`src/rtl/int_controller_pkg.sv`:
```
// Shared constants and helpers for the interrupt controller: register map,
// source count, VECTOR layout and the byte-lane commit type.
package int_controller_pkg;

  localparam int INT_NUM_SRC = 7;

  localparam logic [1:0] REG_PENDING = 2'd0;
  localparam logic [1:0] REG_MASK    = 2'd1;
  localparam logic [1:0] REG_CONFIG  = 2'd2;
  localparam logic [1:0] REG_VECTOR  = 2'd3;

  localparam int VEC_VALID_BIT = 15;
  localparam int ROUTE_LSB     = 8;

  typedef struct packed {
    logic hi;
    logic lo;
  } lane_t;

  // Index of the lowest set bit; 0 when nothing is set.
  function automatic logic [2:0] lowest_set(input logic [7:0] v);
    logic [2:0] idx;
    idx = '0;
    for (int i = 7; i >= 0; i--) begin
      if (v[i]) idx = 3'(i);
    end
    return idx;
  endfunction

endpackage

```
`src/rtl/int_sync_edge.sv`:
```
// Per-source 2-flop synchroniser plus a third flop for rising-edge detection.
module int_sync_edge (
  input  logic CLK,
  input  logic RESETN,
  input  logic raw,
  output logic level,
  output logic rise
);

  logic s1, s2, s3;

  always_ff @(posedge CLK or negedge RESETN) begin
    if (!RESETN) begin
      s1 <= 1'b0;
      s2 <= 1'b0;
      s3 <= 1'b0;
    end else begin
      s1 <= raw;
      s2 <= s1;
      s3 <= s2;
    end
  end

  assign level = s2;
  assign rise  = s2 & ~s3;

endmodule

```
`src/rtl/int_controller.sv`:
```
// Seven-source interrupt controller: edge/level capture, mask, two-way routing,
// priority VECTOR and one-shot byte-lane register writes.
module int_controller
  import int_controller_pkg::*;
#(
  parameter int NUM_SRC = INT_NUM_SRC
) (
  input  logic               CLK,
  input  logic               RESETN,
  input  logic [NUM_SRC-1:0] INTS,
  input  logic               SEL,
  input  logic [1:0]         REG,
  input  logic [15:0]        WDATA,
  input  logic               RDN,
  input  logic               WR0N,
  input  logic               WR1N,
  output logic [15:0]        RDATA,
  output logic               INT0,
  output logic               INT1
);

  logic [NUM_SRC-1:0] sync_level, sync_rise;
  logic [NUM_SRC-1:0] pending, mask, mode, route;
  logic [NUM_SRC-1:0] w1c, active, act_hi, act_lo;
  logic               wr0_q, wr1_q, wr_armed;
  lane_t              commit;
  logic [15:0]        vector, config_rd;
  logic               unused_wdata;

  for (genvar i = 0; i < NUM_SRC; i++) begin : g_src
    int_sync_edge u_sync (
      .CLK   (CLK),
      .RESETN(RESETN),
      .raw   (INTS[i]),
      .level (sync_level[i]),
      .rise  (sync_rise[i])
    );
  end

  // wr_armed blocks a strobe that was already low when reset released.
  always_ff @(posedge CLK or negedge RESETN) begin
    if (!RESETN) begin
      wr0_q    <= 1'b1;
      wr1_q    <= 1'b1;
      wr_armed <= 1'b0;
    end else begin
      wr0_q    <= WR0N;
      wr1_q    <= WR1N;
      wr_armed <= 1'b1;
    end
  end

  always_comb begin
    commit.lo = SEL & ~WR0N & wr0_q & wr_armed;
    commit.hi = SEL & ~WR1N & wr1_q & wr_armed;
  end

  assign w1c = (commit.lo && REG == REG_PENDING) ? WDATA[NUM_SRC-1:0] : '0;

  // Edge sources latch until W1C (a same-cycle set wins); level sources follow.
  always_ff @(posedge CLK or negedge RESETN) begin
    if (!RESETN) begin
      pending <= '0;
    end else begin
      pending <= (mode & (sync_rise | (pending & ~w1c))) | (~mode & sync_level);
    end
  end

  always_ff @(posedge CLK or negedge RESETN) begin
    if (!RESETN) begin
      mask  <= '0;
      mode  <= '0;
      route <= '0;
    end else begin
      if (commit.lo && REG == REG_MASK)   mask  <= WDATA[NUM_SRC-1:0];
      if (commit.lo && REG == REG_CONFIG) mode  <= WDATA[NUM_SRC-1:0];
      if (commit.hi && REG == REG_CONFIG) route <= WDATA[ROUTE_LSB +: NUM_SRC];
    end
  end

  assign unused_wdata = ^WDATA;

  assign active = pending & mask;
  assign act_hi = active & route;
  assign act_lo = active & ~route;

  always_comb begin
    vector = '0;
    if (|act_hi) begin
      vector[VEC_VALID_BIT] = 1'b1;
      vector[2:0]           = lowest_set(8'(act_hi));
    end else if (|act_lo) begin
      vector[VEC_VALID_BIT] = 1'b1;
      vector[2:0]           = lowest_set(8'(act_lo));
    end
  end

  always_comb begin
    config_rd                         = '0;
    config_rd[NUM_SRC-1:0]            = mode;
    config_rd[ROUTE_LSB +: NUM_SRC]   = route;
  end

  always_comb begin
    RDATA = '0;
    if (SEL && !RDN) begin
      case (REG)
        REG_PENDING: RDATA = 16'(pending);
        REG_MASK:    RDATA = 16'(mask);
        REG_CONFIG:  RDATA = config_rd;
        REG_VECTOR:  RDATA = vector;
        default:     RDATA = '0;
      endcase
    end
  end

  always_ff @(posedge CLK or negedge RESETN) begin
    if (!RESETN) begin
      INT0 <= 1'b0;
      INT1 <= 1'b0;
    end else begin
      INT0 <= |act_hi;
      INT1 <= |act_lo;
    end
  end

endmodule

```
`config.mk`:
```
export PLATFORM = sky130hd
export DESIGN_NAME = int_controller
export DESIGN_NICKNAME = d
export VERILOG_FILES = /design/src/rtl/int_controller_pkg.sv /design/src/rtl/int_sync_edge.sv /design/src/rtl/int_controller.sv
export SDC_FILE = /design/constraint.sdc
export NUM_CORES = 1
export LEC_CHECK = 0
export ABC_CLOCK_PERIOD_IN_PS = 2200
export CAP_MARGIN = 30
export CELL_PAD_IN_SITES_DETAIL_PLACEMENT = 0
export CELL_PAD_IN_SITES_GLOBAL_PLACEMENT = 1
export CORE_MARGIN = 2
export CORE_UTILIZATION = 40
export CTS_CLUSTER_SIZE = 28
export DETAILED_ROUTE_END_ITERATION = 8
export GPL_TIMING_DRIVEN = 0
export PLACE_DENSITY = 0.9
export SYNTH_ARGS = -nofsm -noshare
export SYNTH_HDL_FRONTEND = slang
export SYNTH_SLANG_ARGS = --single-unit
```
`constraint.sdc`:
```
create_clock -name CLK -period 2.2 [get_ports CLK]
set_input_delay 0.55 -clock CLK [delete_from_list [all_inputs] [get_ports CLK]]
set_output_delay 0.55 -clock CLK [all_outputs]
set_load 0.01 [all_outputs]
```
### Yosys cells after proc, flatten, opt, wreduce, memory -nomap -nowiden

Cells that the tools add are included.

| word-level totals | value |
|---|---|
| register bits | 54 |
| input bits | 31 |
| output and inout bits | 18 |

| operators by class | value |
|---|---|
| equality and inequality tests | 3 |
| mux-type cells | 21 |
| bitwise gates (word level) | 33 |
| reductions and logical operators | 9 |

Operator list:

| kind | count |
|---|---|
| $pmux 16 s4 | 1 |
| $mux 3 | 16 |
| $and 7x7->7 | 6 |
| $not 7->7 | 3 |
| $mux 16 | 1 |
| $or 7x7->7 | 2 |
| $reduce_or 7->1 | 2 |
| $and 1x1->1 | 13 |
| $not 1->1 | 9 |
| $mux 7 | 1 |
| $logic_and 1x1->1 | 5 |
| $eq 2x2->1 const B | 2 |
| $eq 2x1->1 const B | 1 |
| $logic_not 2->1 | 1 |
| $mux 1 | 2 |
| $logic_not 1->1 | 1 |

### Depth between registers and ports, before layout

Gate-level depths: netlist of run 1.

| depth | value |
|---|---|
| word-level depth | 13 |
| gate-level depth with buffers | 5 |

### Modules after synthesis

From an unflattened synthesis of run 1, not the netlist that was laid out.

| unflattened totals | value |
|---|---|
| cell total of the unflattened synthesis | 201 |
| area total of the unflattened synthesis | 2398.6 sq um |

By module, submodules not included:

| module | instances | cells each | area each (sq um) | sequential area each (sq um) |
|---|---|---|---|---|
| int_controller | 1 | 173 | 1776.7 | 828.3 |
| int_sync_edge | 7 | 4 | 88.8 | 75.1 |

### Worst setup path before layout of run 1

No wires, ideal clock.

| timing path | value |
|---|---|
| path kind | reg-to-output |
| start | reg pending[5] |
| end | out RDATA[15] |
| arrival | 1.413 ns |
| required time | 1.650 ns |
| slack | 0.237 ns |
| cell stages (with the launch flop) | 5 |
| path buffers | 0 |
| cell sequence | dfrtp_1 -> nand3b_1 -> o211ai_2 -> or4_4 -> o2111a_1 |

| on the way | value |
|---|---|
| word-level cells in the longest chain between the ends | 7 |
| elaborated cells between the ends (all ways) | 9 |
| classes of those cells | mux: 4; bitwise: 3; reduce/logical: 2 |

Ends and longest elaborated chain:

| what | line | source |
|---|---|---|
| from (decl) | int_controller.sv:23 | `logic [NUM_SRC-1:0] pending, mask, mode, route;` |
| from (signal assigned) | int_controller.sv:65 | `pending <= (mode & (sync_rise \| (pending & ~w1c))) \| (~mode & sync_level);` |
| $and 7x7->7 (*) | int_controller.sv:83 | `assign active = pending & mask;` |
| $and 7x7->7 | int_controller.sv:85 | `assign act_lo = active & ~route;` |
| $reduce_or 7->1 | int_controller.sv:92 | `end else if (\|act_lo) begin` |
| $mux 1 | int_controller.sv:92 |  |
| $mux 1 (*) | int_controller.sv:89 | `if (\|act_hi) begin` |
| $pmux 16 s4 (*) | int_controller.sv:107 | `case (REG)` |
| $mux 16 (*) | int_controller.sv:106 | `if (SEL && !RDN) begin` |
| to (decl) | int_controller.sv:17 | `output logic [15:0] RDATA,` |

Every way passes the cells marked *; elsewhere a longest branch is shown, timed or not. The select of a mux whose other input is x is not followed.

### Worst setup path after layout of run 1

| timing path | value |
|---|---|
| start | reg pending[0] |
| end | out RDATA[15] |

Same word-level chain as after synthesis.

==> impl_results.md, run 1 <==
* Status: finished, violations left
* Violated checks: negative setup slack
* Cts hold-fix bufs at 0
* Synth area leader: dfrtp_1
* Dpl hpwl at ~3.6 mm
* Die W at 79.9 um
* Syn_nets at 218
* Post-DRT Antenna Nets at 0
* Top-area cell type share of the netlist area at 0.565
* Worst EP arrival at 1940 ps
* Worst path cell trace: nand3b_1, nand2_1, or4_4, o2111a_1, buf_2
* Unrepaired setup endpoints after global routing: true
* # setup viols final at 4
* Pin count of the biggest net entering global routing at 34
* Async SR Flop Fraction at 1.00
* Clk pin slew, worst setup/hold paths at 100 ps
* Placed instance area at between 2000 and 3000 um^2
* Synth cell count leaders: dfrtp_1, nand2_1, mux2_2, nor2_1, a21oi_1
* Root Buffer: clkbuf_8
* CTS tree: built
* Die span in y at 79.9 um
* Die footprint at 6380 um^2
* Core footprint at 5540 um^2
* First-pass GRT wire length at 8.98 mm
* Flop pwr share at 0.497
* Critical path's top delay family: simple AND/OR/NAND/NOR gates
* Clock skew at 5.54 ps
* Post-Syn Area at 2300 um^2
* Leak at 1.44 nW
* Gate power share at 0.233
* # Max-Cap Violations at 0
* Worst setup path category: flop to output port
* Post-Syn Area per Cell at approximately 12 um^2
* Total Wirelength at between 5 and 6 mm
* Register area share after synthesis at 0.587
* Reg area at 1350 um^2
* Startpoint types: flop
* CP bufs+invs at 1
* Routed vias at roughly 1.8k
* Vias in the first global route at 1799
* VDD IR-drop max at around 0.0004 V
* CP required at 1650 ps
* Initial Util at 0.416
* Clk_lat worst skew at between 300 and 400 ps
* Most numerous cell in the Yosys netlist: dfrtp_1
* XOR/XNOR share of the synthesized area at 0
* TritonRoute pass-1 iters at 4
* Synth Instances at 187
* Achievable Freq at a little over 0.4 GHz
* DR WL/cell at 16.7 um
* Synth Area in Compound Gates at 0.110
* Bufs on Longest Clock Path at 2
* N_diodes at 0
* Area grow syn2layout at 37.2%
* Worst R2R Start: wr0_q$_DFF_PN1_
* Mux contribution to synthesized area at 0.119
* Adder-cell share of the synthesized area at 0
* Switching power total at 0.698 mW
* Tightest Pin Transition at 509 ps
* FILL cells at 490
* Crit-path max cell delay at between 500 and 600 ps
* Port bufs at 45
* Remaining global-route overflow at 0
* Post-Synth Simple-Gate Area at 0.166
* Placer Congestion at 0.857
* Net Sw Frac at 0.279
* Final Instance Area at approximately 3200 um^2
* Post-synth EDFFs at 0
* Vias per Instance at 5.26
* Int Power at 1.81 mW
* PwrDens at 792 nW/um^2
* Largest family of logic cells by synthesized area: simple AND/OR/NAND/NOR gates
* Setup ws final at -287 ps
* Crit end category: output port
* DRC viols at 0
* Initial DRC count at around 120
* Tmin final at about 2500 ps
* Seq cells post-synth at 54
* Fin crit share at 1.13
* Site row count at 27
* CTS Buf Count at 5
* Final hold viol count at 0
* Final max-slew violation count at 0
* Power share of the clock group at 0.270
* H-tree lvl count at 2
* Synth Flop Type: dfrtp_1
* Slew HR at 0.660
* Multi-input logic area at 962 um^2
* Area contributors post-synth: dfrtp_1, mux2_2, nand2_1
* GRT Overall Usage at 0.186
* Worst min-delay path class: primary input to asynchronous set/reset pin
* Worst path slowest cell: or4_4
* Synth Warn # at 0
* Clock sinks at 54
* Yosys cell types at 45
* Num ports at 49
* Fin Hold WS at ~200 ps
* CP Launch Point: pending[0]$_DFF_PN0_
* Initial antenna violation count at 0
* Share of cells above drive strength 1 at 0.323
* Crit-path max FO at 4
* NumNets Final at 293
## layout by cell type, fill, tap and decap left out, types with 2 or more instances in the layout
cell,synthesis,final
dfrtp_1,52,52
clkbuf_2,0,7
dlygate4sd2_1,0,4
a41oi_1,3,2
nand2_1,19,19
nor2_2,2,2
mux2i_1,6,6
buf_2,1,6
nand4b_1,3,3
inv_1,2,2
a32o_1,7,7
conb_1,2,2
nand3_1,4,4
buf_6,0,2
a21oi_1,10,9
mux2_2,14,14
nor2_1,12,12
dfstp_2,2,2
o21ai_0,4,4
nand3b_1,3,3
nand4_1,2,2
clkbuf_8,0,6
mux2_1,5,5
and3_1,7,7
clkdlybuf4s50_1,0,25
nor3_4,1,2
inv_6,0,2
buf_4,2,23
## power by group through the flow
stage,combinational (mW),clock (mW),sequential (mW)
after floorplan,0.272,0,1.24
after global placement,0.444,0,1.26
after detailed placement,0.458,0,1.27
after CTS,0.557,0.694,1.24
after global routing,0.638,0.737,1.26
final,0.585,0.676,1.24
## metal layers
layer,vias to the layer above,wire [um],GRT usage,share of wire
met5,-,0,0,0
li1,837,-,-,-
met4,0,36,0.0407,0.0064
met1,854,2420,0.239,0.43
met2,64,2820,0.328,0.50
met3,7,328,0.0328,0.058
## state kept, by name, summed over array words and instances, names as in the netlist
name	cells
route	7
g_src.u_sync.level	7
wr1_q	1
g_src.u_sync.s1	7
wr_armed	1
mask	7
INT1	1
pending	7
wr0_q	1
g_src.u_sync.s3	7
INT0	1
mode	7
## what timing repair did
item                                    CTS  global route
setup buffers                            17             4
endpoints found under the setup margin   15            14
resized for setup                        58            18
gates cloned                              0             1
pin swaps                                11             4
## stage by stage
step           utilization  setup TNS (ps)  instances  worst slack (ps)  total power, mW
4_1_cts              0.565            -727        330              -233             2.49
3_3_place_gp         0.514          -67750        304              -998             1.70
3_5_place_dp         0.516          -17350        305             -1010             1.72
5_1_grt              0.571           -1320        335              -373             2.64
6_report             0.571            -946        335              -287             2.51
2_1_floorplan            -               0        187               237             1.51
## path summary, 6_finish.rpt
path / depth (start not counted) / end / slack [ps]
min reg2reg: 0 / g_src[0].u_sync.level$_DFF_PN0_ / 360
min: 1 / g_src[1].u_sync.s1$_DFF_PN0_ / 200
max reg2reg: 3 / mode[4]$_DFFE_PN0P_ / 410
max: 5 / RDATA[15] / -290
min in group CLK: 0 / g_src[0].u_sync.level$_DFF_PN0_ / 360
max in group asynchronous: 2 / mask[6]$_DFFE_PN0P_ / 1460
## worst register-to-register path, cell delays in order, from the launching register on
cell      delay [ps]
dfstp_2          530
nand4b_1         270
nor2_2           480
mux2_2           400
## area by class of cell
class / instances / share of cell area
flip-flops and latches: 54 / 0.428
multi-input cells: 126 / 0.304
repair buffers: 68 / 0.185
well taps: 72 / 0.0285
clock buffers: 5 / 0.0218
clock inverters: 3 / 0.0150
plain buffers: 4 / 0.0138
inverters: 3 / 0.00356
## cell families after synthesis
logic type	count (synthesis)
simple gates	65
flops	54
buf+inv	7
compound gates	34
mux	25
other cells	2
Power figures use the tool's default switching activity.
==> run 2, diff against run 1 <==
- ABC_CLOCK_PERIOD_IN_PS: 2200 -> 2500
- CAP_MARGIN: 30 -> 15
- clock period: 2.2 -> 2.5 ns (I/O delays scaled with it)
==> run 2 against run 1 <==
Against the previous run: the run still ends with negative setup slack left; final cell count fell by 1.2%; sequential share of layout area decreased by 0.062 points; combinational power is 13% lower; total power down 8.1%; sequential power is 11% lower; design area increased by 0.24%; count of clock-buffer cells in the layout increased by 1; register-to-register slack better by 220 ps; clock skew decreased by 1.1 ps; setup slack improved by 190 ps; first-iteration DRC count down 4.3%; critical endpoint is now RDATA[0].
==> impl_results.md, run 2 (synthesis gave the netlist of run 1 again) <==
* Pin count of the biggest net entering global routing at 34 (unchanged)
* Leading cell type in the layout, fill and taps excluded: dfrtp_1 (unchanged)
* H-tree lvl count at 2 (unchanged)
* Worst min-delay path class: primary input to asynchronous set/reset pin (unchanged)
* Crit-path max FO at 3 (was 4)
* Clk_lat worst skew at 310 ps (about the same)
* Vias per Instance at 5.29 (was 5.26)
* Final max-slew violation count at 0 (unchanged)
* Dpl hpwl at 3.63 mm (was 3.60 mm)
* Reg2reg end: pending[1]$_DFF_PN0_ (was mode[4]$_DFFE_PN0P_)
* Setup ws final at -96.7 ps (was -287 ps)
* Clock skew at 4.48 ps (was 5.54 ps)
* First-pass GRT wire length at 8.94 mm (was 8.98 mm)
* Vias in the first global route at 1795 (was 1799)
* Worst path slowest cell: dfrtp_1 (was or4_4)
* Final Instance Area at 3170 um^2 (was 3160 um^2)
* CTS tree: built (unchanged)
* Post-DRT Antenna Nets at 0 (unchanged)
* Die W at 79.9 um (unchanged)
* Worst path cell trace: buf_6, and3_4, and2b_1, nand4_1, nand4b_1, a21oi_2, buf_2 (was nand3b_1, nand2_1, or4_4, o2111a_1, buf_2)
* # setup viols final at 3 (was 4)
* Achievable Freq at 0.385 GHz
* GRT Overall Usage at 0.188 (was 0.186)
* Port bufs at 45 (unchanged)
* Routed vias at 1752 (was 1762)
* Startpoint types: flop (unchanged)
* Clk pin slew, worst setup/hold paths at 90 ps (was 100 ps)
* Worst EP arrival at 1970 ps (was 1940 ps)
* WL met1 at 2.44 mm (was 2.42 mm)
* PwrDens at 726 nW/um^2 (was 792 nW/um^2)
* Worst reg-to-reg setup slack at 630 ps (was 410 ps)
* Final hold viol count at 0 (unchanged)
* Share of cells above drive strength 1 at 0.313 (was 0.323)
* Initial Util at 0.416 (unchanged)
* Commonest non-fill, non-tap cells in the layout: dfrtp_1, clkdlybuf4s50_1, nand2_1 (was dfrtp_1, clkdlybuf4s50_1, buf_4)
* CTS Buf Count at 5 (unchanged)
* Cts hold-fix bufs at 0 (unchanged)
* # Max-Cap Violations at 0 (unchanged)
* Clock sinks at 54 (unchanged)
* Num ports at 49 (unchanged)
* Top routing layer used: met4 (unchanged)
* Total power at 2.30 mW (was 2.51 mW)
* Core footprint at 5540 um^2 (unchanged)
* Die footprint at 6380 um^2 (unchanged)
* Violated checks: negative setup slack (unchanged)
* WL met3 at 284 um (was 328 um)
* Area grow syn2layout at 37.6% (was 37.2%)
* Bufs on Longest Clock Path at 2 (unchanged)
* Unrepaired setup endpoints after global routing: true (unchanged)
* Initial DRC count at 112 (was 117)
* DRC viols at 0 (unchanged)
* Site row count at 27 (unchanged)
* Remaining global-route overflow at 0 (unchanged)
* Worst setup path category: flop to output port (unchanged)
* Met2 wire len at 2.69 mm (was 2.82 mm)
* Leak at 1.43 nW (was 1.44 nW)
* Post-Layout Cell Count at 331 (was 335)
* Worst R2R Start: wr0_q$_DFF_PN1_ (unchanged)
* Tightest Pin Transition at 659 ps (was 509 ps)
* Initial antenna violation count at 0 (unchanged)
* Crit-path max cell delay at 410 ps (was 540 ps)
* TritonRoute pass-1 iters at 4 (unchanged)
* Slew HR at 0.558 (was 0.660)
* Path depth of the worst reg2reg path at 4 (was 3)
* Dpl cells at 305 (unchanged)
* Tmin final at 2600 ps
* VDD IR-drop max at 0.000307 V (was 0.000409 V)
* Post-layout util at 0.572 (was 0.571)
* Root Buffer: clkbuf_8 (unchanged)
* Setup TNS Final at -211 ps (was -946 ps)
* Placed instance area at 2860 um^2 (unchanged)
* Crit end category: output port (unchanged)
* Total Wirelength at 5.53 mm (was 5.61 mm)
* CP required at 1880 ps (was 1650 ps)
* NumNets Final at 289 (was 293)
* Die span in y at 79.9 um (unchanged)
* DR WL/cell at 16.7 um (about the same)
* Status: finished, violations left (unchanged)
* Placer Congestion at 0.857 (unchanged)
* Fin crit share at 1.04
* N_diodes at 0 (unchanged)
==> run 2: changes by cell type in the layout (fill, tap and decap cells not counted), moves of 2 or more <==
cell	change
clkbuf_2	-7
dlygate4sd2_1	+3
buf_2	+3
inv_6	-2
buf_4	-5
==> run 2: worst max path at each step <==
| stage | cells past startpoint | slack, ps | end | startpoint |
|---|---|---|---|---|
| 3_3_place_gp | 6 | -850 | RDATA[3] | REG[1] |
| 5_1_grt | 7 | -200 | RDATA[0] | pending[5]$_DFF_PN0_ |
| 6_report | 7 | -100 | RDATA[0] | mask[5]$_DFFE_PN0P_ |
| 4_1_cts | 7 | -50 | RDATA[15] | mask[5]$_DFFE_PN0P_ |
| 3_5_place_dp | 6 | -900 | RDATA[5] | REG[1] |
| 2_1_floorplan | 4 | 460 | RDATA[15] | pending[5]$_DFF_PN0_ |
==> run 2: repair_timing <==
item                       4_1_cts  5_1_grt
gates resized for setup         67        2
setup endpoints to repair       15        5
pin swaps                        9        3
setup buffers                   16        2
==> run 2: critical path, delay by kind of cell (launching register included) <==
family / cells / cell delay, ps
simple gates: 4 / 810
flops: 1 / 410
buf+inv: 2 / 280
compound gates: 1 / 160
==> run 2: routing by layer <==
layer  vias up  global-route usage
li1        824                   -
met1       866               0.243
met2        53               0.303
met3         9              0.0430
met4         0              0.0831
met5         -                   0
==> run 2: cell type report <==
class	instances	area, um^2
tap	72	90.1
sequential	54	1360
buffer	4	43.8
clock inverter	2	60.1
multi-input combinational	126	967
fill	491	2370
clock buffer	6	82.6
timing repair buffer	64	561
inverter	3	11.3
==> run 2: per-stage QoR <==
stage               setup WS [ps]  hold slack [ps]
CTS                         -45.4              284
finish                      -96.7              277
global placement             -848              332
global route                 -198              306
floorplan                     462              329
detailed placement           -902              335
==> run 2: where the power goes <==
part / total (mW) / internal [mW] / leakage (nW) / switching [mW]
Clock: 0.698 / 0.427 / 0.0714 / 0.271
Sequential: 1.10 / 0.992 / 0.648 / 0.104
Combinational: 0.507 / 0.289 / 0.711 / 0.218
